==> src/rtl/pipeline_pkg.sv <==
// Shared pipeline constants and helpers used by the IF and ID stages.
package pipeline_pkg;

  localparam int unsigned INSTR_W = 32;
  localparam int unsigned ADDR_W  = 32;

  // sll $0,$0,0
  localparam logic [INSTR_W-1:0] NOP_INSTR = 32'h0000_0000;
  localparam logic [ADDR_W-1:0]  RESET_PC  = 32'h0000_0000;

  // Signed word offset of a branch, turned into a byte offset.
  function automatic logic [ADDR_W-1:0] branch_offset(input logic [15:0] imm);
    return {{14{imm[15]}}, imm, 2'b00};
  endfunction

endpackage

==> src/rtl/if_id_reg.sv <==
// IF/ID pipeline register with hold (stall) and bubble (flush) control.
module if_id_reg #(
  parameter logic [31:0] NOP_INSTR = 32'h0000_0000
) (
  input  logic        clk,
  input  logic        rst_n,
  input  logic        hold,
  input  logic        flush,
  input  logic [31:0] fetch_instr,
  input  logic [31:0] fetch_pc4,
  output logic [31:0] instr,
  output logic [31:0] pc4,
  output logic        valid
);

  logic [31:0] instr_q, pc4_q;
  logic        valid_q;

  // Reset beats hold, hold beats flush, flush beats a normal load.
  always_ff @(posedge clk) begin
    if (!rst_n) begin
      instr_q <= NOP_INSTR;
      pc4_q   <= 32'h0;
      valid_q <= 1'b0;
    end else if (hold) begin
      instr_q <= instr_q;
      pc4_q   <= pc4_q;
      valid_q <= valid_q;
    end else if (flush) begin
      instr_q <= NOP_INSTR;
      pc4_q   <= 32'h0;
      valid_q <= 1'b0;
    end else begin
      instr_q <= fetch_instr;
      pc4_q   <= fetch_pc4;
      valid_q <= 1'b1;
    end
  end

  assign instr = instr_q;
  assign pc4   = pc4_q;
  assign valid = valid_q;

endmodule

==> src/rtl/fetch_stage.sv <==
// MIPS instruction-fetch stage: PC sequencing, branch/jump redirect with
// squash of the wrong-path fetch, and fetch/squash performance counters.
module fetch_stage #(
  parameter logic [31:0] RESET_PC  = pipeline_pkg::RESET_PC,
  parameter logic [31:0] NOP_INSTR = pipeline_pkg::NOP_INSTR,
  parameter int unsigned CNT_WIDTH = 32
) (
  input  logic                 clk,
  input  logic                 rst_n,
  output logic [31:0]          imem_addr,
  input  logic [31:0]          imem_rdata,
  input  logic                 stall,
  input  logic                 branch_taken,
  input  logic [15:0]          branch_imm,
  input  logic                 jump,
  input  logic [25:0]          jump_index,
  output logic [31:0]          if_id_instr,
  output logic [31:0]          if_id_pc4,
  output logic                 if_id_valid,
  output logic [CNT_WIDTH-1:0] fetch_count,
  output logic [CNT_WIDTH-1:0] squash_count
);

  import pipeline_pkg::*;

  logic [31:0]          pc_q, pc_d, pc4, br_target, j_target;
  logic                 do_jump, do_branch, redirect, fetch;
  logic [CNT_WIDTH-1:0] fetch_count_q, squash_count_q;

  // Next-PC selection; redirects only count when ID holds a real instruction.
  always_comb begin
    pc4       = pc_q + 32'd4;
    br_target = if_id_pc4 + branch_offset(branch_imm);
    j_target  = {if_id_pc4[31:28], jump_index, 2'b00};
    do_jump   = !stall && jump && if_id_valid;
    do_branch = !stall && branch_taken && if_id_valid && !jump;
    redirect  = do_jump || do_branch;
    fetch     = !stall && !redirect;
    pc_d      = pc_q;
    if (do_jump) begin
      pc_d = j_target;
    end else if (do_branch) begin
      pc_d = br_target;
    end else if (fetch) begin
      pc_d = pc4;
    end
  end

  // PC register and performance counters.
  always_ff @(posedge clk) begin
    if (!rst_n) begin
      pc_q           <= RESET_PC;
      fetch_count_q  <= '0;
      squash_count_q <= '0;
    end else begin
      pc_q <= pc_d;
      if (fetch) begin
        fetch_count_q <= fetch_count_q + CNT_WIDTH'(1);
      end
      if (redirect) begin
        squash_count_q <= squash_count_q + CNT_WIDTH'(1);
      end
    end
  end

  if_id_reg #(
    .NOP_INSTR (NOP_INSTR)
  ) u_if_id_reg (
    .clk         (clk),
    .rst_n       (rst_n),
    .hold        (stall),
    .flush       (redirect),
    .fetch_instr (imem_rdata),
    .fetch_pc4   (pc4),
    .instr       (if_id_instr),
    .pc4         (if_id_pc4),
    .valid       (if_id_valid)
  );

  assign imem_addr    = pc_q;
  assign fetch_count  = fetch_count_q;
  assign squash_count = squash_count_q;

endmodule
==> config.mk <==
export PLATFORM = sky130hd
export DESIGN_NAME = fetch_stage
export DESIGN_NICKNAME = d
export VERILOG_FILES = /design/src/rtl/pipeline_pkg.sv /design/src/rtl/if_id_reg.sv /design/src/rtl/fetch_stage.sv
export SDC_FILE = /design/constraint.sdc
export NUM_CORES = 1
export LEC_CHECK = 0
export CELL_PAD_IN_SITES_DETAIL_PLACEMENT = 0
export CELL_PAD_IN_SITES_GLOBAL_PLACEMENT = 1
export CORE_MARGIN = 4
export CORE_UTILIZATION = 25
export CTS_BUF_LIST = sky130_fd_sc_hd__clkbuf_2
export CTS_CLUSTER_DIAMETER = 80
export CTS_CLUSTER_SIZE = 12
export DETAILED_ROUTE_END_ITERATION = 8
export DONT_BUFFER_PORTS = 1
export GPL_TIMING_DRIVEN = 0
export PLACE_DENSITY_LB_ADDON = 0.1
export SYNTH_ARGS = -nofsm -noshare
export SYNTH_HDL_FRONTEND = slang
export SYNTH_SLANG_ARGS = --single-unit
==> constraint.sdc <==
create_clock -name clk -period 2.9 [get_ports clk]
set_clock_uncertainty 0.1 [all_clocks]
set_input_delay 0.58 -clock clk [delete_from_list [all_inputs] [get_ports clk]]
set_output_delay 0.58 -clock clk [all_outputs]
set_load 0.03 [all_outputs]
== Yosys cells after proc, flatten, opt, wreduce, memory -nomap -nowiden ==
Index checks and enable logic that the tools add are counted.

* $add $sub $neg: 4
* Mux-type cells: 6
* Bitwise operators: 1
* Reduce and logical (&&, ||, !) cells: 13

{| class="wikitable"
|+ Operators with widths
! kind !! count
|-
| $mux W32 || 5
|-
| $add A32 B1 Y32 const B || 2
|-
| $add A32 B3 Y32 const B || 1
|-
| $add A32 B32 Y32 || 1
|-
| $logic_and A1 B1 Y1 || 6
|-
| $logic_not A1 Y1 || 3
|-
| $reduce_bool A3 Y1 || 1
|-
| $reduce_bool A2 Y1 || 1
|-
| $reduce_or A2 Y1 || 1
|-
| $logic_or A1 B1 Y1 || 1
|-
| $mux W1 || 1
|-
| $not A1 Y1 || 1
|}

* Register bits after elaboration: 161
* Input bits: 79
* Output and inout port bits: 161
* Logic and storage cells: 31

== Depth between registers and ports, before layout ==
* Depth after elaboration: 10
* Mapped depth: 9
* Gate-level depth less buffers: 9

== Cells and area by module ==
Synthesis repeated with hierarchy kept, for this count alone.

* Cells, all modules: 1111
* Area total of the unflattened synthesis: 8984.9 um^2

{| class="wikitable"
|+ By module, submodules not included
! module !! instances !! cells each !! area each (um^2) !! seq. area each (um^2)
|-
| fetch_stage || 1 || 824 || 6571.3 || 1921.8
|-
| if_id_reg || 1 || 287 || 2413.6 || 1301.2
|}

== Worst setup path before layout ==
Ideal clock, no wire load.

* Path kind: input port to flip-flop
* Start: input port branch_imm[0]
* End: register pc_q[24], in the netlist imem_addr[24]
* Setup time: 0.086 ns
* Arrival time: 2.893 ns
* Data required time: 2.714 ns
* Slack: -0.179 ns
* Cell stages on the path: 9
* Path buffers: 0
* Cell sequence: ha_1 -> fa_1 -> a21o_1 -> a221oi_1 -> o22ai_1 -> a21bo_2 -> a211o_1 -> xnor2_1 -> a211oi_1

* Cells in the longest elaborated chain, start to end: 3

{| class="wikitable"
|+ RTL lines
! what !! RTL line !! text
|-
| from (decl) || fetch_stage.sv:14 || <nowiki>input logic [15:0] branch_imm,</nowiki>
|-
| $add A32 B32 Y32 || fetch_stage.sv:33 || <nowiki>br_target = if_id_pc4 + branch_offset(branch_imm);</nowiki>
|-
| $mux W32 || fetch_stage.sv:42 || <nowiki>end else if (do_branch) begin</nowiki>
|-
| $mux W32 || fetch_stage.sv:40 || <nowiki>if (do_jump) begin</nowiki>
|-
| to (signal assigned) || fetch_stage.sv:56 || <nowiki>pc_q <= pc_d;</nowiki>
|-
| to (decl) || fetch_stage.sv:26 || <nowiki>logic [31:0] pc_q, pc_d, pc4, br_target, j_target;</nowiki>
|}

No other way between the ends.
A chain may end at the register's enable or synchronous reset.

== Worst setup path in the final report ==
* Start: register u_if_id_reg.pc4_q[2], in the netlist u_if_id_reg.pc4[2]
* End: register pc_q[24], in the netlist imem_addr[24]

* Cells in the longest elaborated chain, start to end: 3

{| class="wikitable"
|+ RTL lines
! what !! RTL line !! text
|-
| from (decl) || if_id_reg.sv:16 || <nowiki>logic [31:0] instr_q, pc4_q;</nowiki>
|-
| from (signal assigned) || if_id_reg.sv:27 || <nowiki>pc4_q <= pc4_q;</nowiki>
|-
| from (signal assigned) || if_id_reg.sv:35 || <nowiki>pc4_q <= fetch_pc4;</nowiki>
|-
| $add A32 B32 Y32 || fetch_stage.sv:33 ||
|-
| $mux W32 || fetch_stage.sv:42 ||
|-
| $mux W32 || fetch_stage.sv:40 ||
|}

No other way between the ends.

==> results by group <==
Cells and area
  – Util after Layout: 0.3026
  – Layout cell share with drive strength beyond 1: 0.09045
  – Synth-to-layout area growth: 19.17%
  – Cell Count, Final, Fillers Out: 1,657
  – Post-layout nets: 1,294

Yosys
  – Compound-Gate Fraction of Synth Area: 0.2181
  – Synth top cells by count: dfxtp_1 (161), nand2_1 (85), o21ai_0 (75)
  – Post-synthesis mux area share: 0.007739
  – Most area-consuming cells after synthesis: dfxtp_1 (36%), xnor2_1 (5.4%), a22oi_1 (4.5%)
  – Seq/Total Area, Yosys: 0.3560
  – Post-synthesis xor/xnor area fraction: 0.08900
  – Synth area leader: dfxtp_1
  – Synth top area share: 0.3560
  – Async SR Flop Fraction: 0
  – Most frequent cell after synthesis: dfxtp_1
  – Most common flop cell mapped by yosys: dfxtp_1
  – Post-Syn Area: 9054 um2
  – Synth Area in Adders: 0.04643
  – Yosys cell types: 62
  – Mapped Avg Cell Area: 8.306 um2
  – Largest family of logic cells by synthesized area: simple AND/OR/NAND/NOR gates
  – YS warnings: 0
  – Number of flops mapped to enable cells by yosys: 0
  – Post-Synthesis Cells: 1,090
  – Yosys reg bits: 161
  – Syn_nets: 1,202
  – Simple-Gate Fraction of Synth Area: 0.2489

Placed design
  – PortBufs: 0
  – Placed insts: 1,551
  – Gp weighted congestion: 0.8367
  – HPWL Detailed: 29.13 mm

Power and ir drop
  – Cell Int Power: 0.003074 W
  – Switching part of the total: 0.3459
  – Clock Power Share: 0.305
  – Pwr dens: 435.6 nW/um2
  – Register share of total power: 0.543
  – Net switching power figure: 0.001626 W
  – Comb power frac: 0.151
  – Peak VDD IR: 0.2000 mV
  – P_leak: 3.896 nW

Timing
  – Setup TNS: 0 ns
  – RSZ-0062 raised after global routing: yes
  – Slew Limit Fails: 0
  – Slew @ Worst Pin: 0.9386 ns
  – Clock period minus worst slack: 2.849 ns
  – Slew margin rel.: 0.3743
  – Final Cycle Share: 0.9823
  – Fmax: 0.3510 GHz
  – Final Hold Vio Count: 0
  – Fin Hold WS: 0.1058 ns
  – Final setup violation count: 0

Global routing
  – GRT Residual Overflow: 0
  – Antenna violations before repair: 3
  – First-pass GRT wire length: 56.79 mm
  – Vias in the first global route: 8,388
  – Total track usage: 0.1933
  – Pin count of the biggest net entering global routing: 17

Run
  – Max Cap Viol: 0

CTS
  – TritonCTS clock tree: yes
  – Clk sinks: 161
  – Clock Tree Buf Depth: 2
  – CTS clk-pin slew, worst paths: 0.26 ns
  – Root buffer cell: clkbuf_2
  – TritonCTS buffer count: 17
  – Clk_lat worst skew: 0.83 ns
  – H-Tree Depth: 4

Route
  – Via density: 5.171
  – Via Count: 8,569
  – Routed WL: 38.81 mm
  – DRC errors left: 0
  – Detailed Routing Iterations Pass 1: 5
  – Iteration-0 DRC Markers: 458
  – Post-route ant nets: 0
  – Routed WL per cell: 23.42 um

Worst setup path
  – Critical path type: reg -> reg
  – CP Max Fanout: 4
  – R2r setup slk: 0.05 ns
  – Crit path capture: imem_addr[24]
  – Required @ worst endpoint: 3.54 ns
  – FF-to-FF End: imem_addr[24]
  – CP endpoint kind: flip-flop
  – Worst EP arrival: 3.49 ns
  – Reg-to-reg critical path startpoint: u_if_id_reg.pc4[2]
  – Critical Path Start Type: flip-flop
  – Crit path launch: u_if_id_reg.pc4[2]
  – Worst reg2reg path depth: 9

Die
  – Core Region: 35,660 um2
  – Initial Util: 0.2539
  – Die W: 198.3 um
  – Die H: 198.3 um
  – Die area: 39,320 um2
  – I/O pin count: 240
  – Rows: 69

Status
  – Outcome: finished, final reports clean

Min path
  – Worst min path class: in -> reg
  – Hold Path Depth: 3
## sequential cells by signal (all words and copies together) (netlist names), named ones only
register,cells
imem_addr,30
u_if_id_reg.pc4,32
u_if_id_reg.instr,32
fetch_count,32
u_if_id_reg.valid,1
squash_count,32
## power groups by stage
stage | Combinational, W | Sequential (W) | Clock [W]
after global routing | 0.000789 | 0.00257 | 0.00156
after detailed placement | 0.000611 | 0.00259 | 0
after floorplan | 0.000419 | 0.00254 | 0
final | 0.000712 | 0.00255 | 0.00143
after CTS | 0.000705 | 0.00255 | 0.00150
after global placement | 0.000617 | 0.00259 | 0
## metrics by stage
| stage | total power [W] | cell area, um2 | setup slack [ns] |
|---|---|---|---|
| floorplan | 0.002957 | 9077 | 0.03749 |
| global placement | 0.003210 | 9654 | -1.034 |
| detailed placement | 0.003204 | 9654 | -1.047 |
| CTS | 0.004761 | 10660 | 0.003404 |
| global route | 0.004921 | 10790 | -0.06116 |
| finish | 0.004700 | 10790 | 0.05121 |
## cells by family after synthesis
kind of cell,count (synthesis)
adder cells (fa/ha/maj),33
AND/OR/NAND/NOR,414
multiplexers,7
XOR/XNOR,92
buffers and inverters,80
flip-flops,161
AO/OA/AOI/OAI,303
## cells in the final DEF (no fill, tap or decap), types with 6 or more instances in the layout
cell / count
a211oi_1: 12
a21boi_0: 17
a21boi_1: 8
a21o_1: 13
a21oi_1: 60
a22oi_1: 54
a31oi_1: 7
and2_1: 55
and3_1: 17
and4_1: 10
buf_4: 12
clkbuf_1: 54
clkbuf_2: 21
dfxtp_1: 127
dfxtp_2: 32
dlygate4sd3_1: 63
ha_1: 31
inv_1: 18
mux2i_1: 7
nand2_1: 84
nand3_1: 37
nand4_1: 28
nor2_1: 46
nor2b_1: 58
nor3_1: 22
nor4_1: 7
o21ai_0: 73
o22ai_1: 6
or3_1: 23
xnor2_1: 56
xor2_1: 35
## metal layers
metal,GRT usage,vias to the layer above,wire length [um]
met2,0.2991,240,17560
met5,0,-,13
met3,0.06040,33,2795
li1,-,4137,-
met1,0.2633,4157,17890
met4,0.04744,2,546
## worst min path at each step
| stage | from | end | slack [ns] |
|---|---|---|---|
| after CTS | branch_imm[1] | imem_addr[3] | 0.008 |
| after global placement | fetch_count[16] | fetch_count[16] | 0.55 |
| after detailed placement | fetch_count[16] | fetch_count[16] | 0.55 |
| after global routing | jump | imem_addr[25] | 0.04 |
| final | jump | imem_addr[25] | 0.11 |
| after floorplan | u_if_id_reg.pc4[1] | flip-flop | 0.49 |
## final cells by class
cell class | instances | area (um2)
antenna | 2 | 5.005
buffer | 61 | 237.7
clock buffer | 19 | 95.09
clock inverter | 12 | 157.7
fill | 3902 | 24870
inverter | 18 | 67.56
multi-input combinational | 849 | 5665
sequential | 161 | 3271
tap | 461 | 576.8
timing repair buffer | 74 | 713.2
## what timing repair did
item,4_1_cts,5_1_grt
cloned,0,0
gates resized for setup,27,33
endpoints found under the setup margin,67,23
pin swaps,5,8
buffers inserted,5,6
hold buffers,63,0
endpoints found under the hold margin,62,0
## critical path, cell delays in order (launching register included)
cell,delay [ns]
dfxtp_4,0.45
ha_2,0.19
fa_2,0.35
a21o_1,0.23
a221oi_4,0.35
o22ai_4,0.17
a21bo_4,0.26
a211o_1,0.30
xnor2_1,0.13
a211oi_1,0.23
Power figures use the tool's default switching activity.
==> edit (same flow settings) <==
`CNT_WIDTH`: 32 -> 64.
--- a/src/rtl/fetch_stage.sv
+++ b/src/rtl/fetch_stage.sv
@@ -3,7 +3,7 @@
 module fetch_stage #(
   parameter logic [31:0] RESET_PC  = pipeline_pkg::RESET_PC,
   parameter logic [31:0] NOP_INSTR = pipeline_pkg::NOP_INSTR,
-  parameter int unsigned CNT_WIDTH = 32
+  parameter int unsigned CNT_WIDTH = 64
 ) (
   input  logic                 clk,
   input  logic                 rst_n,
Ports: changed (resized fetch_count and squash_count); port bits go from 240 to 304. No check against the original RTL was run, so the function may have changed too.
==> edit against the original RTL <==
Synthesized cell count rose by 26%; maximum frequency rose by 1.8%; worst setup slack improved by 0.051 ns; design area rose by 26%; count of clock-buffer cells in the layout rose by 9; combinational power fell by 2%; sequential power rose by 33%; routed wire length rose by 22%; final cell count rose by 27%; sequential share of layout area rose by 3.7 points; sequential cell count rose by 64; synthesized area rose by 25%; power rose by 23%; critical endpoint is now imem_addr[30].
==> edit: results (changes against the original RTL) <==
{
  "outcome": {
    "outcome": {"value": "finished, final reports clean", "change": "unchanged"}
  },
  "grt": {
    "grt_use_total": {"value": 0.184, "change": "was 0.193"},
    "grt_first_pass_wirelength": {"value": 69900, "unit": "um", "change": "was 56800 um"},
    "grt_max_degree": {"value": 14, "change": "was 17"},
    "antenna_found_initial": {"value": 4, "change": "was 3"}
  },
  "drt": {
    "wirelength": {"value": 47200, "unit": "um", "change": "was 38800 um"},
    "wl_per_cell": {"value": 22.5, "unit": "um", "change": "was 23.4 um"},
    "routed_via_density": {"value": 5.03, "change": "was 5.17"}
  },
  "cells_and_area": {
    "fin_nets": {"value": 1605, "change": "was 1294"},
    "drive_above_1_share": {"value": 0.120, "change": "was 0.0905"},
    "area.growth.synth_to_final": {"value": 20.1, "unit": "%", "change": "was 19.2%"}
  },
  "power_and_ir_drop": {
    "p_int": {"value": 3.89, "unit": "mW", "change": "was 3.07 mW"},
    "power_leakage": {"value": 4.89, "unit": "nW", "change": "was 3.90 nW"}
  },
  "placement": {
    "dp_cells": {"value": 1967, "change": "was 1551"},
    "gp_congestion": {"value": 0.846, "change": "was 0.837"}
  },
  "worst_setup_path": {
    "worst_r2r_startpoint": {"value": "imem_addr[14]", "change": "was u_if_id_reg.pc4[2]"},
    "path_max_fanout": {"value": 13, "change": "was 4"},
    "timing.reg2reg.worst_path_depth": {"value": 8, "change": "was 9"},
    "worst-r2r-setup-slack": {"value": 0.10, "unit": "ns", "change": "was 0.05 ns"},
    "crit-reg2reg-capture": {"value": "imem_addr[30]", "change": "was imem_addr[24]"},
    "crit_path_top_delay_cell": {"value": "sky130_fd_sc_hd__dlygate4sd3_1", "change": "was sky130_fd_sc_hd__dfxtp_4"},
    "critical_path_arrival": {"value": 3.56, "unit": "ns", "change": "was 3.49 ns"}
  },
  "clock_network": {
    "clock_path_buffers": {"value": 3, "change": "was 2"},
    "cts_h_tree_lvls": {"value": 1, "change": "was 4"}
  },
  "yosys": {
    "yosysSeqAreaShare": {"value": 0.398, "change": "was 0.356"},
    "yosys-top-cells-area": {"value": "sky130_fd_sc_hd__dfxtp_1 40%, sky130_fd_sc_hd__nor2_1 7.1%, sky130_fd_sc_hd__xor2_1 6.7%", "change": "was sky130_fd_sc_hd__dfxtp_1 36%, sky130_fd_sc_hd__xnor2_1 5.4%, sky130_fd_sc_hd__a22oi_1 4.5%"},
    "ys_top_cells_by_count": {"value": "225 x sky130_fd_sc_hd__dfxtp_1, 214 x sky130_fd_sc_hd__nor2_1, 115 x sky130_fd_sc_hd__nand2_1", "change": "was 161 x sky130_fd_sc_hd__dfxtp_1, 85 x sky130_fd_sc_hd__nand2_1, 75 x sky130_fd_sc_hd__o21ai_0"},
    "yosys.cell_types.count": {"value": 63, "change": "was 62"}
  },
  "sta": {
    "max_slew.worst_pin.slew": {"value": 1.08, "unit": "ns", "change": "was 0.939 ns"}
  }
}
## edit: layout make-up
type                            instances  share of cell area
Inverter                               21             0.00580
Buffer                                 66              0.0208
Multi-Input combinational cell       1061               0.494
Clock inverter                          9             0.00745
Tap cell                              592              0.0545
Antenna cell                            2            0.000368
Timing Repair Buffer                   93              0.0662
Sequential cell                       225               0.340
Clock buffer                           28              0.0103
## edit: what timing repair did
action	CTS	global route
gates resized for setup	67	82
pin swaps	7	7
buffers inserted	6	6
hold buffers	80	1
setup endpoints to repair	138	51
hold endpoints to repair	67	1
## edit: power groups by stage
stage | logic (mW) | clock network (mW) | registers, mW
after global routing | 0.770 | 1.91 | 3.42
after detailed placement | 0.571 | 0 | 3.47
final | 0.696 | 1.69 | 3.40
after global placement | 0.569 | 0 | 3.47
after floorplan | 0.382 | 0 | 3.42
after CTS | 0.690 | 1.81 | 3.41
## edit: metrics by stage
step | hold WS (ns) | setup TNS, ns | setup slack, ns
after floorplan | 0.488 | 0 | 0.00378
after global placement | 0.524 | -29.03 | -0.904
after detailed placement | 0.528 | -31.64 | -0.840
after CTS | 0.00188 | 0 | 0.000687
after global routing | 0.0171 | -0.0211 | -0.0170
final | 0.0798 | 0 | 0.103
## edit: worst reg2reg max path, delay by kind of cell (launching register included)
| family | cells | cell delay (ns) |
|---|---|---|
| AND/OR/NAND/NOR | 5 | 1.47 |
| XOR/XNOR | 1 | 0.16 |
| AO/OA/AOI/OAI | 2 | 0.38 |
| flip-flops | 1 | 0.58 |
## edit: kinds of logic (layout without fill, tap and decap cells)
family	Yosys count	after routing	synth area share
muxes	4	4	0.00354
other	0	2	0
xor gates and xnor gates	145	145	0.112
adders and majority gates	33	33	0.0371
and+or+nand+nor	569	569	0.246
AOI/OAI and AO/OA	310	310	0.172
DFF	225	225	0.398
buffers and inverters	89	217	0.0313
## edit: worst min path at each step
stage | slack [ns] | endpoint
after floorplan | 0.49 | register
after global placement | 0.52 | register
after detailed placement | 0.53 | register
after CTS | 0.002 | imem_addr[4]
after global routing | 0.02 | imem_addr[4]
final | 0.08 | imem_addr[4]
## edit: routing by layer
layer | GRT usage | up-vias | routed length [um]
met5 | 0 | - | 21
met4 | 0.0419 | 4 | 1110
met3 | 0.0555 | 60 | 3320
met2 | 0.296 | 293 | 21400
met1 | 0.243 | 5062 | 21300
li1 | - | 5135 | -
